**config.mk**
```make
export PLATFORM = sky130hd
export DESIGN_NAME = decode_queue
export DESIGN_NICKNAME = d
export VERILOG_FILES = /design/src/rtl/riscv_pkg.sv /design/src/rtl/instr_decoder.sv /design/src/rtl/decode_queue.sv
export SDC_FILE = /design/constraint.sdc
export NUM_CORES = 1
export LEC_CHECK = 0
export ABC_AREA = 1
export BUFFER_PORTS_ARGS = -buffer_cell sky130_fd_sc_hd__buf_2
export CORE_ASPECT_RATIO = 0.5
export CORE_MARGIN = 3
export CORE_UTILIZATION = 62
export CTS_BUF_LIST = sky130_fd_sc_hd__clkbuf_2 sky130_fd_sc_hd__clkbuf_4 sky130_fd_sc_hd__clkbuf_8
export DETAILED_ROUTE_END_ITERATION = 8
export PLACE_DENSITY = 0.89
export SYNTH_ARGS = -nofsm -noshare
export SYNTH_HDL_FRONTEND = slang
export SYNTH_SLANG_ARGS = --single-unit
export TNS_END_PERCENT = 1
```
**constraint.sdc**
```tcl
create_clock -name clk -period 8.1 [get_ports clk]
set_clock_uncertainty 0.05 [all_clocks]
set_input_delay 0.405 -clock clk [delete_from_list [all_inputs] [get_ports clk]]
set_output_delay 0.405 -clock clk [all_outputs]
set_load 0.02 [all_outputs]
```
**src/rtl/riscv_pkg.sv**
```systemverilog
// Shared RV32I definitions: opcode, funct-field and operation encodings, plus the
// decoded_instr_t record produced by instr_decoder and queued by decode_queue.
package riscv_pkg;

   typedef enum logic [6:0] {
      OPC_LOAD     = 7'b0000011,
      OPC_MISC_MEM = 7'b0001111,
      OPC_ALU_IMM  = 7'b0010011,
      OPC_AUIPC    = 7'b0010111,
      OPC_STORE    = 7'b0100011,
      OPC_ALU      = 7'b0110011,
      OPC_LUI      = 7'b0110111,
      OPC_BRANCH   = 7'b1100011,
      OPC_JALR     = 7'b1100111,
      OPC_JAL      = 7'b1101111,
      OPC_MISC     = 7'b1110011
   } opcode_t;

   // Code 0 doubles as the "no operation" value carried by illegal records.
   typedef enum logic [4:0] {
      OP_ADD    = 5'd0,
      OP_SUB    = 5'd1,
      OP_SLL    = 5'd2,
      OP_SLT    = 5'd3,
      OP_SLTU   = 5'd4,
      OP_XOR    = 5'd5,
      OP_SRL    = 5'd6,
      OP_SRA    = 5'd7,
      OP_OR     = 5'd8,
      OP_AND    = 5'd9,
      OP_BEQ    = 5'd10,
      OP_BNE    = 5'd11,
      OP_BLT    = 5'd12,
      OP_BGE    = 5'd13,
      OP_BLTU   = 5'd14,
      OP_BGEU   = 5'd15,
      OP_LUI    = 5'd16,
      OP_AUIPC  = 5'd17,
      OP_JAL    = 5'd18,
      OP_JALR   = 5'd19,
      OP_LOAD   = 5'd20,
      OP_STORE  = 5'd21,
      OP_FENCE  = 5'd22,
      OP_ECALL  = 5'd23,
      OP_EBREAK = 5'd24,
      OP_CSRRW  = 5'd25,
      OP_CSRRS  = 5'd26,
      OP_CSRRC  = 5'd27
   } operation_t;

   typedef enum logic [2:0] {
      F3_ADD_SUB = 3'd0,
      F3_SLL     = 3'd1,
      F3_SLT     = 3'd2,
      F3_SLTU    = 3'd3,
      F3_XOR     = 3'd4,
      F3_SRL_SRA = 3'd5,
      F3_OR      = 3'd6,
      F3_AND     = 3'd7
   } funct3_alu_t;

   typedef enum logic [2:0] {
      F3_BEQ  = 3'd0,
      F3_BNE  = 3'd1,
      F3_BLT  = 3'd4,
      F3_BGE  = 3'd5,
      F3_BLTU = 3'd6,
      F3_BGEU = 3'd7
   } funct3_branch_t;

   typedef enum logic [2:0] {
      F3_PRIV   = 3'd0,
      F3_CSRRW  = 3'd1,
      F3_CSRRS  = 3'd2,
      F3_CSRRC  = 3'd3,
      F3_CSRRWI = 3'd5,
      F3_CSRRSI = 3'd6,
      F3_CSRRCI = 3'd7
   } funct3_sys_t;

   typedef enum logic [6:0] {
      F7_BASE = 7'b0000000,
      F7_ALT  = 7'b0100000
   } funct7_t;

   typedef enum logic [11:0] {
      F12_ECALL  = 12'h000,
      F12_EBREAK = 12'h001
   } funct12_t;

   typedef struct packed {
      logic [31:0] instr;
      logic [31:0] pc;
      logic [4:0]  rs1;
      logic [4:0]  rs2;
      logic [4:0]  rd;
      operation_t  op;
      logic [31:0] imm;
      logic        illegal;
   } decoded_instr_t;

   // ALU operation for register and immediate forms; alt selects SUB/SRA.
   function automatic operation_t alu_op(input logic [2:0] f3, input logic alt);
      case (f3)
         F3_ADD_SUB: return alt ? OP_SUB : OP_ADD;
         F3_SLL:     return OP_SLL;
         F3_SLT:     return OP_SLT;
         F3_SLTU:    return OP_SLTU;
         F3_XOR:     return OP_XOR;
         F3_SRL_SRA: return alt ? OP_SRA : OP_SRL;
         F3_OR:      return OP_OR;
         default:    return OP_AND;
      endcase
   endfunction

endpackage

```
**src/rtl/instr_decoder.sv**
```systemverilog
// Purely combinational RV32I decoder.
// Ports:
//   instr  - instruction word
//   pc     - PC of instr, carried into the record
//   dec    - decoded record (fields, operation, sign-extended immediate, illegal flag)
// CHECK_ILLEGAL = 0 forces dec.illegal low and leaves the operation as decoded.
module instr_decoder
   import riscv_pkg::*;
#(
   parameter bit CHECK_ILLEGAL = 1'b1
) (
   input  logic [31:0]    instr,
   input  logic [31:0]    pc,
   output decoded_instr_t dec
);

   logic [2:0]  f3;
   logic [6:0]  f7;
   logic [11:0] f12;
   logic [31:0] imm_i, imm_s, imm_b, imm_u, imm_j;
   logic        f7_ok_alt;
   logic        f7_zero;
   operation_t  op;
   logic [31:0] imm;
   logic        bad;
   logic        illegal;

   assign f3  = instr[14:12];
   assign f7  = instr[31:25];
   assign f12 = instr[31:20];

   assign imm_i = {{20{instr[31]}}, instr[31:20]};
   assign imm_s = {{20{instr[31]}}, instr[31:25], instr[11:7]};
   assign imm_b = {{19{instr[31]}}, instr[31], instr[7], instr[30:25], instr[11:8], 1'b0};
   assign imm_u = {instr[31:12], 12'h000};
   assign imm_j = {{11{instr[31]}}, instr[31], instr[19:12], instr[20], instr[30:21], 1'b0};

   assign f7_ok_alt = (f7 == F7_BASE) || (f7 == F7_ALT);
   assign f7_zero   = (f7 == F7_BASE);

   always_comb begin
      op  = OP_ADD;
      imm = 32'h0;
      bad = 1'b0;
      case (instr[6:0])
         OPC_LOAD: begin
            imm = imm_i;
            op  = OP_LOAD;
            bad = (f3 == 3'd3) || (f3 >= 3'd6);
         end
         OPC_STORE: begin
            imm = imm_s;
            op  = OP_STORE;
            bad = (f3 > 3'd2);
         end
         OPC_BRANCH: begin
            imm = imm_b;
            case (f3)
               F3_BEQ:  op = OP_BEQ;
               F3_BNE:  op = OP_BNE;
               F3_BLT:  op = OP_BLT;
               F3_BGE:  op = OP_BGE;
               F3_BLTU: op = OP_BLTU;
               F3_BGEU: op = OP_BGEU;
               default: bad = 1'b1;
            endcase
         end
         OPC_LUI: begin
            imm = imm_u;
            op  = OP_LUI;
         end
         OPC_AUIPC: begin
            imm = imm_u;
            op  = OP_AUIPC;
         end
         OPC_JAL: begin
            imm = imm_j;
            op  = OP_JAL;
         end
         OPC_JALR: begin
            imm = imm_i;
            op  = OP_JALR;
         end
         OPC_MISC_MEM: begin
            imm = imm_i;
            op  = OP_FENCE;
            bad = (f3 > 3'd1);  // FENCE and FENCE.I only
         end
         OPC_MISC: begin
            imm = imm_i;
            case (f3)
               F3_PRIV: begin
                  if (f12 == F12_ECALL)       op = OP_ECALL;
                  else if (f12 == F12_EBREAK) op = OP_EBREAK;
                  else                        bad = 1'b1;
               end
               F3_CSRRW, F3_CSRRWI: op = OP_CSRRW;
               F3_CSRRS, F3_CSRRSI: op = OP_CSRRS;
               F3_CSRRC, F3_CSRRCI: op = OP_CSRRC;
               default:             bad = 1'b1;
            endcase
         end
         OPC_ALU_IMM: begin
            imm = imm_i;
            // No SUBI: instr[30] only selects SRAI.
            op  = alu_op(f3, (f3 == F3_SRL_SRA) && instr[30]);
            if (f3 == F3_SLL)          bad = !f7_zero;
            else if (f3 == F3_SRL_SRA) bad = !f7_ok_alt;
         end
         OPC_ALU: begin
            op = alu_op(f3, instr[30]);
            if ((f3 == F3_ADD_SUB) || (f3 == F3_SRL_SRA)) bad = !f7_ok_alt;
            else                                          bad = !f7_zero;
         end
         default: bad = 1'b1;
      endcase
      if (instr[1:0] != 2'b11) bad = 1'b1;

      illegal = CHECK_ILLEGAL && bad;
      if (illegal) op = OP_ADD;  // illegal records carry operation code 0

      dec.instr   = instr;
      dec.pc      = pc;
      dec.rs1     = instr[19:15];
      dec.rs2     = instr[24:20];
      dec.rd      = instr[11:7];
      dec.op      = op;
      dec.imm     = imm;
      dec.illegal = illegal;
   end

endmodule

```
**src/rtl/decode_queue.sv**
```systemverilog
// Buffered decode stage: decodes fetched RV32I beats and queues the records in a
// DEPTH-entry FIFO so no combinational path crosses from fetch to execute.
// Ports:
//   clk, rst            - clock, synchronous active-high reset
//   flush               - drop all queued records and the current input beat
//   t_instr, t_pc, t_instr_valid / t_instr_ready - fetch side handshake
//   i_instr, i_pc, i_rs1, i_rs2, i_rd, i_op, i_imm, i_illegal - head record
//   i_instr_valid / i_instr_ready - execute side handshake
//   occupancy           - number of queued records
module decode_queue
   import riscv_pkg::*;
#(
   parameter int unsigned DEPTH         = 2,
   parameter bit          CHECK_ILLEGAL = 1'b1
) (
   input  logic                     clk,
   input  logic                     rst,
   input  logic                     flush,
   input  logic [31:0]              t_instr,
   input  logic [31:0]              t_pc,
   input  logic                     t_instr_valid,
   output logic                     t_instr_ready,
   output logic [31:0]              i_instr,
   output logic [31:0]              i_pc,
   output logic [4:0]               i_rs1,
   output logic [4:0]               i_rs2,
   output logic [4:0]               i_rd,
   output logic [4:0]               i_op,
   output logic [31:0]              i_imm,
   output logic                     i_illegal,
   output logic                     i_instr_valid,
   input  logic                     i_instr_ready,
   output logic [$clog2(DEPTH):0]   occupancy
);

   localparam int unsigned PtrW = $clog2(DEPTH);
   localparam int unsigned OccW = PtrW + 1;

   decoded_instr_t      mem_q [DEPTH];
   decoded_instr_t      dec;
   decoded_instr_t      head;
   logic [PtrW-1:0]     wr_ptr_q, rd_ptr_q;
   logic [OccW-1:0]     occ_q;
   logic                push, pop;

   instr_decoder #(
      .CHECK_ILLEGAL (CHECK_ILLEGAL)
   ) u_decoder (
      .instr (t_instr),
      .pc    (t_pc),
      .dec   (dec)
   );

   // Ready depends only on registered occupancy: a pop in the full cycle does not
   // open it, keeping i_instr_ready off the fetch-side timing path.
   assign t_instr_ready = !rst && !flush && (occ_q < OccW'(DEPTH));
   assign i_instr_valid = (occ_q != '0);
   assign push          = t_instr_valid && t_instr_ready;
   assign pop           = i_instr_valid && i_instr_ready && !flush;

   always_ff @(posedge clk) begin
      if (rst) begin
         wr_ptr_q <= '0;
         rd_ptr_q <= '0;
         occ_q    <= '0;
         for (int unsigned i = 0; i < DEPTH; i++) begin
            mem_q[i] <= '0;
         end
      end else if (flush) begin
         wr_ptr_q <= '0;
         rd_ptr_q <= '0;
         occ_q    <= '0;
      end else begin
         if (push) begin
            mem_q[wr_ptr_q] <= dec;
            wr_ptr_q        <= wr_ptr_q + PtrW'(1);
         end
         if (pop) begin
            rd_ptr_q <= rd_ptr_q + PtrW'(1);
         end
         if (push && !pop) begin
            occ_q <= occ_q + OccW'(1);
         end else if (pop && !push) begin
            occ_q <= occ_q - OccW'(1);
         end
      end
   end

   assign head      = mem_q[rd_ptr_q];
   assign i_instr   = head.instr;
   assign i_pc      = head.pc;
   assign i_rs1     = head.rs1;
   assign i_rs2     = head.rs2;
   assign i_rd      = head.rd;
   assign i_op      = head.op;
   assign i_imm     = head.imm;
   assign i_illegal = head.illegal;
   assign occupancy = occ_q;

endmodule
```
==> impl_metrics.yaml <==
synth:
  synth_nets: 946
  synth_cell_types: 31
  synth_edf_count: 204
  synth-adder-area-share: 0.001262
  yosys_warnings: 0
  ys.flop_type: "edfxtp_1"
  synth_xor_area_frac: 0.0008835
  ys_ff_latch: 209
  yosys.area_share.simple: 0.1339
  synthesis.area_per_instance_um2: 11.32
  synth_compound_area_frac: 0.04657
  netlist_instances: 876
  synth_top_family_by_area: "simple AND/OR/NAND/NOR gates"
  async_flop_share: 0
  synth_area_um2: 9913
  synthMuxAreaShare: 0.1159
  ys_seq_area_frac: 0.6280
cts:
  clk_path_buf_depth: 3
  htreeDepth: 1
  cts_hold_buf: 0
  cts_sinks: 209
  cts_resized: 0
  cts_buffers: 29
  cts_tree: "built"
  ctsRootBufferMaster: "clkbuf_8"
  cts_setup_buffers: 0
  clock_latency_ns: 0.54
  clkTransAtPathRegs_ns: 0.07
sta:
  finalMaxSlewViolations: 0
  fmax_mhz: 320.3
  setup_viol: 0
  max_slew_margin: 0.2774
  rsz0062_at_grt: "false"
  fin_crit_sh: 0.3854
  period_needed_ns: 3.122
  hold_viol_final: 0
  tightest_slew_ns: 1.084
  final.setup.tns_ns: 0
critical_path:
  arrival_ns: 2.67
  path_class: "flop to output port"
  reg2reg_depth: 6
  max_stage_delay_ns: 0.85
  crit_fanout: 74
  crit_buf_inv: 2
  startpoint_type: "flop"
  setup.worst_path.end_class: "output port"
  r2r-start: "occupancy[1]$_SDFFE_PP0P_"
  slowest_stage: "buf_4"
  r2r_end: "mem_q[0][66]$_SDFFCE_PN0P_"
  r2r_slack_ns: 4.99
  required_ns: 7.65
  crit_family: "buffers and inverters"
  crit_chain: "buf_4, mux2_2, buf_2"
die:
  core_um2: 15050
  die_w_um: 184.8
  die_y_um: 95.41
  dieArea_um2: 17630
  ios: 190
  initial_core_util: 0.6587
  num_rows: 31
placement:
  dp_hpwl_um: 14890
  portBuffers: 189
  place.gp.congestion: 0.8916
grt:
  grt_util_all_layers: 0.2569
  grt-busiest-layer: "met2"
  grt_use_met2: 0.4505
  use_met3: 0.04421
  grt_pass1_wl_um: 35320
  met1_usage: 0.3332
  grt_pass1_vias: 7062
  grt.overflow.total: 0
  grt_max_degree: 96
  antenna_found_initial: 0
finish:
  nNetsFinal: 1117
  multi_input_area_um2: 2974
  final_cell_mix: "edfxtp_1, buf_2, nor2_1"
  final_common_cell: "edfxtp_1"
  fin_util: 0.7548
  seq_area_um2: 6230
  antenna_cells: 0
  final.fill_count: 1022
  area_growth_pct: 14.59
  layout-drive-gt1-share: 0.3537
power_and_ir_drop:
  power_density_nw_per_um2: 196.7
  p_leak_nw: 5.010
  peakVddDrop_uv: 142.0
routing:
  drtAntennaViolNets: 0
  dr.pass1.iters: 6
  viasPerCell: 5.524
  wl_per_cell_um: 17.88
  drt_first_iter_violations: 573
  via_count: 6966
  drc: 0
  wirelength_um: 22550
run_status:
  status: "finished clean"
hold_path:
  hp-start: "rst"
  hold_depth: 4
  hp-class: "input pin to flop"
job:
  max_cap_violations: 0
how the worst max path moves through the flow:
stage / start / to / slack [ns] / depth (start not counted)
floorplan: flush / mem_q[0][0]$_SDFFCE_PN0P_ / 3.91 / 9
global placement: flush / mem_q[0][70]$_SDFFCE_PN0P_ / 4.70 / 9
detailed placement: flush / mem_q[0][66]$_SDFFCE_PN0P_ / 4.57 / 9
CTS: flop / i_instr[19] / 4.95 / 3
global route: occupancy[1]$_SDFFE_PP0P_ / mem_q[0][62]$_SDFFCE_PN0P_ / 4.78 / 6
finish: flop / i_instr[21] / 4.98 / 3
worst register-to-register path, stage by stage, from the launching register on:
cell and delay [ns]:
dfxtp_1 0.34, nor2_2 0.12, nand2_1 0.10, nor2_1 0.13, clkinv_2 0.46, nand2_4 0.70
buf_4 0.78
area by class of cell:
type                       instances  area share
sequential                       209      0.5484
multi-input combinational        504      0.2618
timing repair buffer             194     0.08657
clock buffer                      39     0.04174
inverter                         109     0.03624
tap                              198     0.02181
clock inverter                     8    0.003414
cell usage after synthesis, types with 4 or more instances:
master / n / area share
mux2_2: 102 / 0.12
edfxtp_1: 204 / 0.62
buf_2: 24 / 0.012
inv_1: 99 / 0.037
buf_6: 4 / 0.0045
o21ai_1: 5 / 0.0025
o21ai_0: 13 / 0.0066
inv_2: 9 / 0.0034
nand2_1: 83 / 0.031
nor2_2: 4 / 0.0025
clkbuf_1: 11 / 0.0042
buf_4: 15 / 0.011
nor2_4: 4 / 0.0045
nor2_1: 185 / 0.070
dfxtp_1: 5 / 0.010
nand3_1: 21 / 0.011
a21oi_2: 6 / 0.0053
a21oi_1: 58 / 0.029
power breakdown:
part,switching [mW],total [mW],internal (mW)
combinational,0.158,0.233,0.0750
sequential,0.0134,1.25,1.23
clock,0.377,0.754,0.377
metrics by stage:
stage / std cells / power (mW) / instance area, µm² / hold WS [ns] / worst slack, ns
final: 1261 / 2.235 / 11360 / 0.1231 / 4.978
after global routing: 1261 / 2.314 / 11360 / 0.1068 / 4.784
after CTS: 1261 / 2.247 / 11360 / 0.09334 / 4.952
after detailed placement: 1214 / 1.504 / 10850 / 0.4152 / 4.570
after global placement: 1214 / 1.495 / 10850 / 0.4063 / 4.703
after floorplan: 876 / 1.423 / 9913 / 0.3974 / 3.913
logic make-up after synthesis:
| group | count (synthesis) |
|---|---|
| multiplexers | 102 |
| AND/OR/NAND/NOR | 314 |
| flip-flops | 209 |
| adder cells (fa/ha/maj) | 1 |
| buffers and inverters | 163 |
| AO/OA/AOI/OAI | 86 |
| XOR/XNOR | 1 |
metal layers:
layer	wire, µm	up-vias
met5	0	-
met4	575	0
met3	1571	51
met2	11150	292
met1	9253	3346
li1	-	3277
sequential cells by signal (all words and copies together), names as in the netlist, named ones only:
signal	flops
mem_q	204
occupancy	2
rd_ptr_q	1
wr_ptr_q	1
No activity file was read; power rests on OpenSTA's default activity.
